$ cat src/rtl/rf_ctrl_pkg.sv
// Shared definitions for the s0/s1 execution controller:
// instruction fields, opcodes, ALU encodings and FSM states.
package rf_ctrl_pkg;

    localparam int OPC_HI  = 7;
    localparam int OPC_LO  = 5;
    localparam int RD_BIT  = 4;
    localparam int RS2_BIT = 3;
    localparam int IMM_HI  = 2;
    localparam int IMM_LO  = 0;

    localparam logic [2:0] OP_NOP  = 3'b000;
    localparam logic [2:0] OP_ADD  = 3'b001;
    localparam logic [2:0] OP_SUB  = 3'b010;
    localparam logic [2:0] OP_MOV  = 3'b011;
    localparam logic [2:0] OP_LDI  = 3'b100;
    localparam logic [2:0] OP_HALT = 3'b111;

    localparam logic [1:0] ALU_ADD    = 2'b00;
    localparam logic [1:0] ALU_SUB    = 2'b01;
    localparam logic [1:0] ALU_PASS_B = 2'b10;

    typedef enum logic [2:0] {
        S_IDLE,
        S_FETCH,
        S_DECODE,
        S_EXECUTE,
        S_WRITEBACK,
        S_HALTED
    } state_e;

endpackage

$ cat src/rtl/rf_instr_decoder.sv
// Opcode decoder: classifies the latched instruction and
// picks the ALU operation used for register write-back.
module rf_instr_decoder
    import rf_ctrl_pkg::*;
(
    input  logic [2:0] opcode_i,
    output logic [1:0] alu_op_o,
    output logic       writes_reg_o,
    output logic       is_ldi_o,
    output logic       is_halt_o,
    output logic       is_illegal_o
);

    // Non-ALU opcodes leave alu_op at ADD so 2'b11 never appears.
    always_comb begin
        alu_op_o     = ALU_ADD;
        writes_reg_o = 1'b0;
        is_ldi_o     = 1'b0;
        is_halt_o    = 1'b0;
        is_illegal_o = 1'b0;
        unique case (1'b1)
            (opcode_i == OP_NOP): ;
            (opcode_i == OP_ADD): begin
                writes_reg_o = 1'b1;
            end
            (opcode_i == OP_SUB): begin
                alu_op_o     = ALU_SUB;
                writes_reg_o = 1'b1;
            end
            (opcode_i == OP_MOV): begin
                alu_op_o     = ALU_PASS_B;
                writes_reg_o = 1'b1;
            end
            (opcode_i == OP_LDI): begin
                writes_reg_o = 1'b1;
                is_ldi_o     = 1'b1;
            end
            (opcode_i == OP_HALT): begin
                is_halt_o = 1'b1;
            end
            default: begin
                is_illegal_o = 1'b1;
            end
        endcase
    end

endmodule

$ cat src/rtl/rf_exec_controller.sv
// Multi-cycle fetch/decode/execute/writeback controller that
// drives the two-entry register file and ALU select lines.
module rf_exec_controller
    import rf_ctrl_pkg::*;
#(
    parameter int PC_W   = 4,
    parameter int DATA_W = 8
) (
    input  logic              clk,
    input  logic              rst,
    input  logic              start,
    output logic              imem_rd_en,
    output logic [PC_W-1:0]   pc,
    input  logic              instr_valid,
    input  logic [7:0]        instr,
    input  logic [DATA_W-1:0] alu_result,
    output logic [1:0]        alu_op,
    output logic              read_reg1_add,
    output logic              read_reg2_add,
    output logic              write_reg_add,
    output logic [DATA_W-1:0] write_data,
    output logic              write_enable,
    output logic              busy,
    output logic              halted,
    output logic              illegal,
    output logic [7:0]        retired_cnt
);

    state_e            state_q;
    logic [PC_W-1:0]   pc_q;
    logic [PC_W-1:0]   pc_d;
    logic [7:0]        ir_q;
    logic [7:0]        ret_q;
    logic [7:0]        ret_d;
    logic              imem_q;
    logic              busy_q;
    logic              halted_q;
    logic              we_q;
    logic              ill_q;
    logic [1:0]        alu_op_q;
    logic              rs1_q;
    logic              rs2_q;
    logic [DATA_W-1:0] wd_q;
    logic [DATA_W-1:0] imm_d;

    logic [1:0] dec_alu_op;
    logic       dec_writes;
    logic       dec_ldi;
    logic       dec_halt;
    logic       dec_ill;

    rf_instr_decoder u_dec (
        .opcode_i     (ir_q[OPC_HI:OPC_LO]),
        .alu_op_o     (dec_alu_op),
        .writes_reg_o (dec_writes),
        .is_ldi_o     (dec_ldi),
        .is_halt_o    (dec_halt),
        .is_illegal_o (dec_ill)
    );

    assign pc_d  = pc_q + 1'b1;
    assign ret_d = ret_q + 8'd1;
    assign imm_d = DATA_W'(ir_q[IMM_HI:IMM_LO]);

    // Main sequencer; every output is a register updated on
    // the transition that enters the state it belongs to.
    always_ff @(posedge clk) begin
        if (rst) begin
            state_q  <= S_IDLE;
            pc_q     <= '0;
            ir_q     <= '0;
            ret_q    <= '0;
            imem_q   <= 1'b0;
            busy_q   <= 1'b0;
            halted_q <= 1'b0;
            we_q     <= 1'b0;
            ill_q    <= 1'b0;
            alu_op_q <= ALU_ADD;
            rs1_q    <= 1'b0;
            rs2_q    <= 1'b0;
            wd_q     <= '0;
        end else begin
            we_q  <= 1'b0;
            ill_q <= 1'b0;
            unique case (state_q)
                S_IDLE, S_HALTED: begin
                    if (start) begin
                        state_q  <= S_FETCH;
                        imem_q   <= 1'b1;
                        busy_q   <= 1'b1;
                        halted_q <= 1'b0;
                    end
                end
                S_FETCH: begin
                    if (instr_valid) begin
                        ir_q    <= instr;
                        pc_q    <= pc_d;
                        imem_q  <= 1'b0;
                        state_q <= S_DECODE;
                    end
                end
                S_DECODE: begin
                    alu_op_q <= dec_alu_op;
                    rs1_q    <= ir_q[RD_BIT];
                    rs2_q    <= ir_q[RS2_BIT];
                    state_q  <= S_EXECUTE;
                end
                S_EXECUTE: begin
                    unique case (1'b1)
                        dec_writes: begin
                            wd_q    <= dec_ldi ? imm_d : alu_result;
                            we_q    <= 1'b1;
                            state_q <= S_WRITEBACK;
                        end
                        dec_halt: begin
                            ret_q    <= ret_d;
                            halted_q <= 1'b1;
                            busy_q   <= 1'b0;
                            state_q  <= S_HALTED;
                        end
                        dec_ill: begin
                            ill_q   <= 1'b1;
                            imem_q  <= 1'b1;
                            state_q <= S_FETCH;
                        end
                        default: begin
                            ret_q   <= ret_d;
                            imem_q  <= 1'b1;
                            state_q <= S_FETCH;
                        end
                    endcase
                end
                S_WRITEBACK: begin
                    ret_q   <= ret_d;
                    imem_q  <= 1'b1;
                    state_q <= S_FETCH;
                end
                default: begin
                    state_q <= S_IDLE;
                end
            endcase
        end
    end

    assign imem_rd_en    = imem_q;
    assign pc            = pc_q;
    assign alu_op        = alu_op_q;
    assign read_reg1_add = rs1_q;
    assign read_reg2_add = rs2_q;
    assign write_reg_add = rs1_q;
    assign write_data    = wd_q;
    assign write_enable  = we_q & ~rst;
    assign busy          = busy_q;
    assign halted        = halted_q;
    assign illegal       = ill_q;
    assign retired_cnt   = ret_q;

endmodule

$ cat config.mk
export PLATFORM = sky130hd
export DESIGN_NAME = rf_exec_controller
export DESIGN_NICKNAME = d
export VERILOG_FILES = /design/src/rtl/rf_ctrl_pkg.sv /design/src/rtl/rf_instr_decoder.sv /design/src/rtl/rf_exec_controller.sv
export SDC_FILE = /design/constraint.sdc
export NUM_CORES = 1
export LEC_CHECK = 0
export CAP_MARGIN = 20
export CORE_ASPECT_RATIO = 1.5
export CORE_MARGIN = 1.5
export CORE_UTILIZATION = 47
export DETAILED_ROUTE_END_ITERATION = 8
export PLACE_DENSITY = 0.82
export SYNTH_ARGS = -nofsm -noshare
export SYNTH_HDL_FRONTEND = slang
export SYNTH_HIERARCHICAL = 1
export SYNTH_SLANG_ARGS = --single-unit
$ cat constraint.sdc
create_clock -name clk -period 2.2 [get_ports clk]
set_input_delay 0.44 -clock clk [delete_from_list [all_inputs] [get_ports clk]]
set_output_delay 0.44 -clock clk [all_outputs]
set_load 0.1 [all_outputs]
* Yosys cells after proc, flatten, opt, wreduce, memory -nomap -nowiden *
Index checks and enable logic that the tools add are counted.
Widths: inputs -> output; s select.

cells by class
  add/subtract/negate cells = 2
  reductions and logical operators = 17
  mux-type cells = 22
  eq/ne operators = 15
  bitwise operators = 3

operators with widths
  kind                 number
  $mux 8               2
  $pmux 8 s2           1
  $pmux 3 s5           1
  $eq 3x2->1 const B   4
  $eq 3x3->1 const B   4
  $mux 1               11
  $ne 2x2->1 const B   5
  $add 8x1->8 const B  1
  $reduce_and 2->1     4
  $reduce_or 2->1      4
  $eq 3x1->1 const B   2
  $logic_not 3->1      2
  $mux 3               2
  $pmux 3 s2           1
  $reduce_or 6->1      1
  $add 4x1->4 const B  1
  $pmux 1 s2           2
  $pmux 1 s4           1
  $pmux 2 s2           1
  $reduce_and 4->1     1
  $reduce_bool 2->1    2
  $reduce_bool 4->1    1
  $reduce_or 4->1      1
  $reduce_and 3->1     1
  2 further kinds      3

storage, ports and cells
  flip-flop bits (word level) = 40
  input port bits = 20
  output and inout bits = 30

* Logic depth before layout (Yosys ltp) *
  depth after elaboration = 6
  mapped depth = 7

* Hierarchy *
The synthesis kept the hierarchy.

by module, submodules not included
  module              area an instance (um^2)  times used  cells an instance
  rf_exec_controller  1671.6                   1           189
  rf_instr_decoder    58.8                     1           8

* Worst setup path before layout *
No wires, ideal clock.

  kind = input to output
  start = in rst
  end = out write_enable
  stages = 2
  arrival = 1964 ps
  path slack = -204 ps
  cell sequence = clkbuf_1 nor2b_1

on the way
  word-level cells in the longest chain between the ends = 2

RTL lines
  what             line                       text
  start, declared  rf_exec_controller.sv:10   input logic rst,
  $not 1->1        rf_exec_controller.sv:152  assign write_enable = we_q & ~rst;
  $and 1x1->1      rf_exec_controller.sv:152
  end, declared    rf_exec_controller.sv:22   output logic write_enable,

No other way between the ends.

* Worst setup path in the final report *
  start = reg state_q[0]
  end = reg ret_q[7], in the netlist retired_cnt[7]

on the way
  word-level cells in the longest chain between the ends = 3

RTL lines
  what                                                              line                       text
  start, declared                                                   rf_exec_controller.sv:29   state_e state_q;
  start signal, assigned                                            rf_exec_controller.sv:69   state_q <= S_IDLE;
  start signal, assigned                                            rf_exec_controller.sv:88   state_q <= S_FETCH;
  start signal, assigned                                            rf_exec_controller.sv:99   state_q <= S_DECODE;
  $eq 3x2->1 / $eq 3x3->1 (equally long branches)                   rf_exec_controller.sv:85   unique case (state_q)
  $ne 2x2->1 (no line) / $reduce_bool 2->1 (equally long branches)  --
  $reduce_and 2->1 (no line)                                        --
  end signal, assigned                                              rf_exec_controller.sv:116  ret_q <= ret_d;
  end signal, assigned                                              rf_exec_controller.sv:127  ret_q <= ret_d;
  end signal, assigned                                              rf_exec_controller.sv:134  ret_q <= ret_d;
  end, declared                                                     rf_exec_controller.sv:33   logic [7:0] ret_q;

Several ways; a longest one is shown, not always the timed one.
A chain may end at the register's enable or synchronous reset.

==> impl_metrics.csv <==
group,metric,value,unit
grt,met1_usage,0.221,
timing,fin_setup_tns,0,ns
critical_path,endpoint_kind,"flop",
die,num_rows,26,
grt,grt_pass1_wl,5.82,mm
detailed_routing,ant_nets,0,
timing,fmax,531,MHz
grt,grt_overflow,0,
logic_synthesis,asyncSetResetFlopFracSynth,0,
final_layout,layout_common_cells,"40 x dfxtp_1, 33 x buf_4, 28 x nand2_1",
die,die_width,52.5,um
logic_synthesis,yosysSeqAreaShare,0.463,
detailed_routing,num_vias,1511,
clocking,cts_buffers,5,
critical_path,crit_path_max_fanout,14,
final_layout,instances_no_fill,287,
logic_synthesis,synth_seq_cells,40,
die,initial_core_util,0.502,
timing,finalSetupViolCount,0,
timing,fin_crit_sh,0.855,
timing,report.final.slew_viol_count,0,
detailed_routing,drc,0,
clocking,insertion_delay,0.29,ns
detailed_routing,vias_per_cell,5.26,
die,core-area,3450,um^2
hold_path,min-delay-path-class,"reg2reg",
power,power_density,653,nW/um^2
timing,hold_violations,0,
status,status,"complete, no violations",
critical_path,worst_path_largest_cell_delay,0.57,ns
timing,finalCriticalPeriod,1.88,ns
final_layout,nets,266,
logic_synthesis,avgSynthCellArea,8.78,um^2
grt,grt_pass1_vias,1407,
final_layout,diodes,0,
critical_path,cpMaxStageDelayCell,"dfxtp_1",
clocking,post-cts-setup-buffers,0,
die,dieArea,4060,um^2
logic_synthesis,yosys_warnings,6,
clocking,h-tree-depth,2,
detailed_routing,routedWlPerCell,12.3,um
final_layout,final_common_cell,"dfxtp_1",
clocking,path_clk_slew,0.07,ns
grt,grt_use_met3,0.0623,
power,p_leak,0.884,nW
grt,grt_max_degree,41,
timing,maxSlewHeadroom,0.626,
final_layout,design_area,2270,um^2
logic_synthesis,synth_nets,219,
clocking,cts_root_buf,"clkbuf_8",
grt,gr-usage-all-layers,0.190,
critical_path,criticalPathCategory,"reg2reg",
critical_path,crit_path_start_kind,"flop",
timing,worst_pin_slew,0.561,ns
die,die_y,77.3,um
grt,met2_usage,0.296,
critical_path,cp_cell_sequence,"and3b_1 -> a22oi_2 -> or4_1 -> a21oi_1",
logic_synthesis,synth_edf_count,0,
placement,place_congestion,0.838,
die,io_pins,50,
clocking,cts_resized,0,
grt,busiest_layer,"met2",
flow_run,drv_cap,0,
logic_synthesis,syn_area,1730,um^2
logic_synthesis,synthFlopType,"dfxtp_1",
timing,rsz0062_at_grt,"no",
clocking,clk_path_buf_depth,2,
placement,dp_hpwl,2.51,mm
timing,finClkSkew,0.00289,ns
clocking,cts_tree,"done",
placement,port_buffers,49,
final_layout,drive_above_1_share,0.192,
detailed_routing,drt_first_pass_iters,4,
logic_synthesis,ys_types,42,
placement,dp_cells,279,
detailed_routing,drt_iter0_drc,18,
placement,placed_cell_area,2180,um^2
clocking,hold_buffers,0,
power,ir_drop,0.000596,V
clocking,cts.sinks,40,
grt,antenna_found_initial,0,
detailed_routing,totalWireLength,3.52,mm
logic_synthesis,synthCells,197,
critical_path,worst_ep_arrival_time,2.10,ns
critical_path,cp.required,2.42,ns
final_layout,areaGrowthSynthToFinish,31.5,%
worst max-delay path, delay by kind of cell, from the launching register on:
| kind | cells | cell delay (ns) |
|---|---|---|
| simple gates | 2 | 0.89 |
| compound gates | 2 | 0.35 |
| flops | 1 | 0.57 |
final cells by class:
class	instances	area, um^2
tap	42	52.6
fill	321	1170
clock buffer	8	90.1
inverter	3	11.3
multi-input combinational	141	862
sequential	40	801
timing repair buffer	53	458
registers in the layout, summed over array words and instances (netlist names):
| register | flops |
|---|---|
| alu_op | 2 |
| busy | 1 |
| halted | 1 |
| illegal | 1 |
| imem_rd_en | 1 |
| ir_q | 8 |
| pc | 4 |
| read_reg1_add | 1 |
| read_reg2_add | 1 |
| retired_cnt | 8 |
| state_q | 3 |
| we_q | 1 |
| write_data | 8 |
stage by stage:
stage               setup WS [ns]  utilization  hold WS, ns  total power [W]
floorplan                   0.215            -        0.436         0.000939
detailed placement          0.338        0.634        0.450          0.00101
global route                0.141        0.660        0.471          0.00155
global placement            0.387        0.634        0.438          0.00101
finish                      0.318        0.660        0.457          0.00148
CTS                         0.318        0.660        0.459          0.00150
report_power, final:
group	internal [W]	switching, W
combinational	0.0000926	0.000134
clock	0.000256	0.000235
sequential	0.000744	0.0000237
total	0.00109	0.000393
synthesized netlist by cell type, drive strengths merged (4+ instances only):
| master | instances | area, um^2 |
|---|---|---|
| nor3b | 4 | 35.0 |
| buf | 8 | 40.0 |
| nand2 | 28 | 105 |
| clkbuf | 5 | 18.8 |
| dfxtp | 40 | 801 |
| a21oi | 22 | 110 |
| nand3b | 7 | 52.6 |
| xor2 | 4 | 35.0 |
| mux2i | 9 | 90.1 |
| nor2 | 20 | 75.1 |
cell families (layout without fill, tap and decap cells):
logic type	count (synthesis)	count (layout)	share of synthesized area
buffers and inverters	16	64	0.0405
xor gates and xnor gates	7	7	0.0354
AOI/OAI and AO/OA	39	39	0.140
DFF	40	40	0.463
and+or+nand+nor	83	83	0.249
muxes	10	10	0.0586
adders and majority gates	2	2	0.0145
routing by layer:
layer	part of all wire	wire, um
met1	0.43	1510
met2	0.50	1750
met3	0.051	178
met4	0.025	87
met5	0	0
worst paths after layout:
path	start	endpoint	slack, ns	depth (start not counted)
setup / recovery	state_q[0]	retired_cnt[7]	0.32	4
hold / removal	write_data[3]	write_data[3]	0.46	2
setup reg to reg	state_q[0]	retired_cnt[7]	0.32	4
hold reg to reg	write_data[3]	write_data[3]	0.46	2
(Power assumes the default switching activity.)
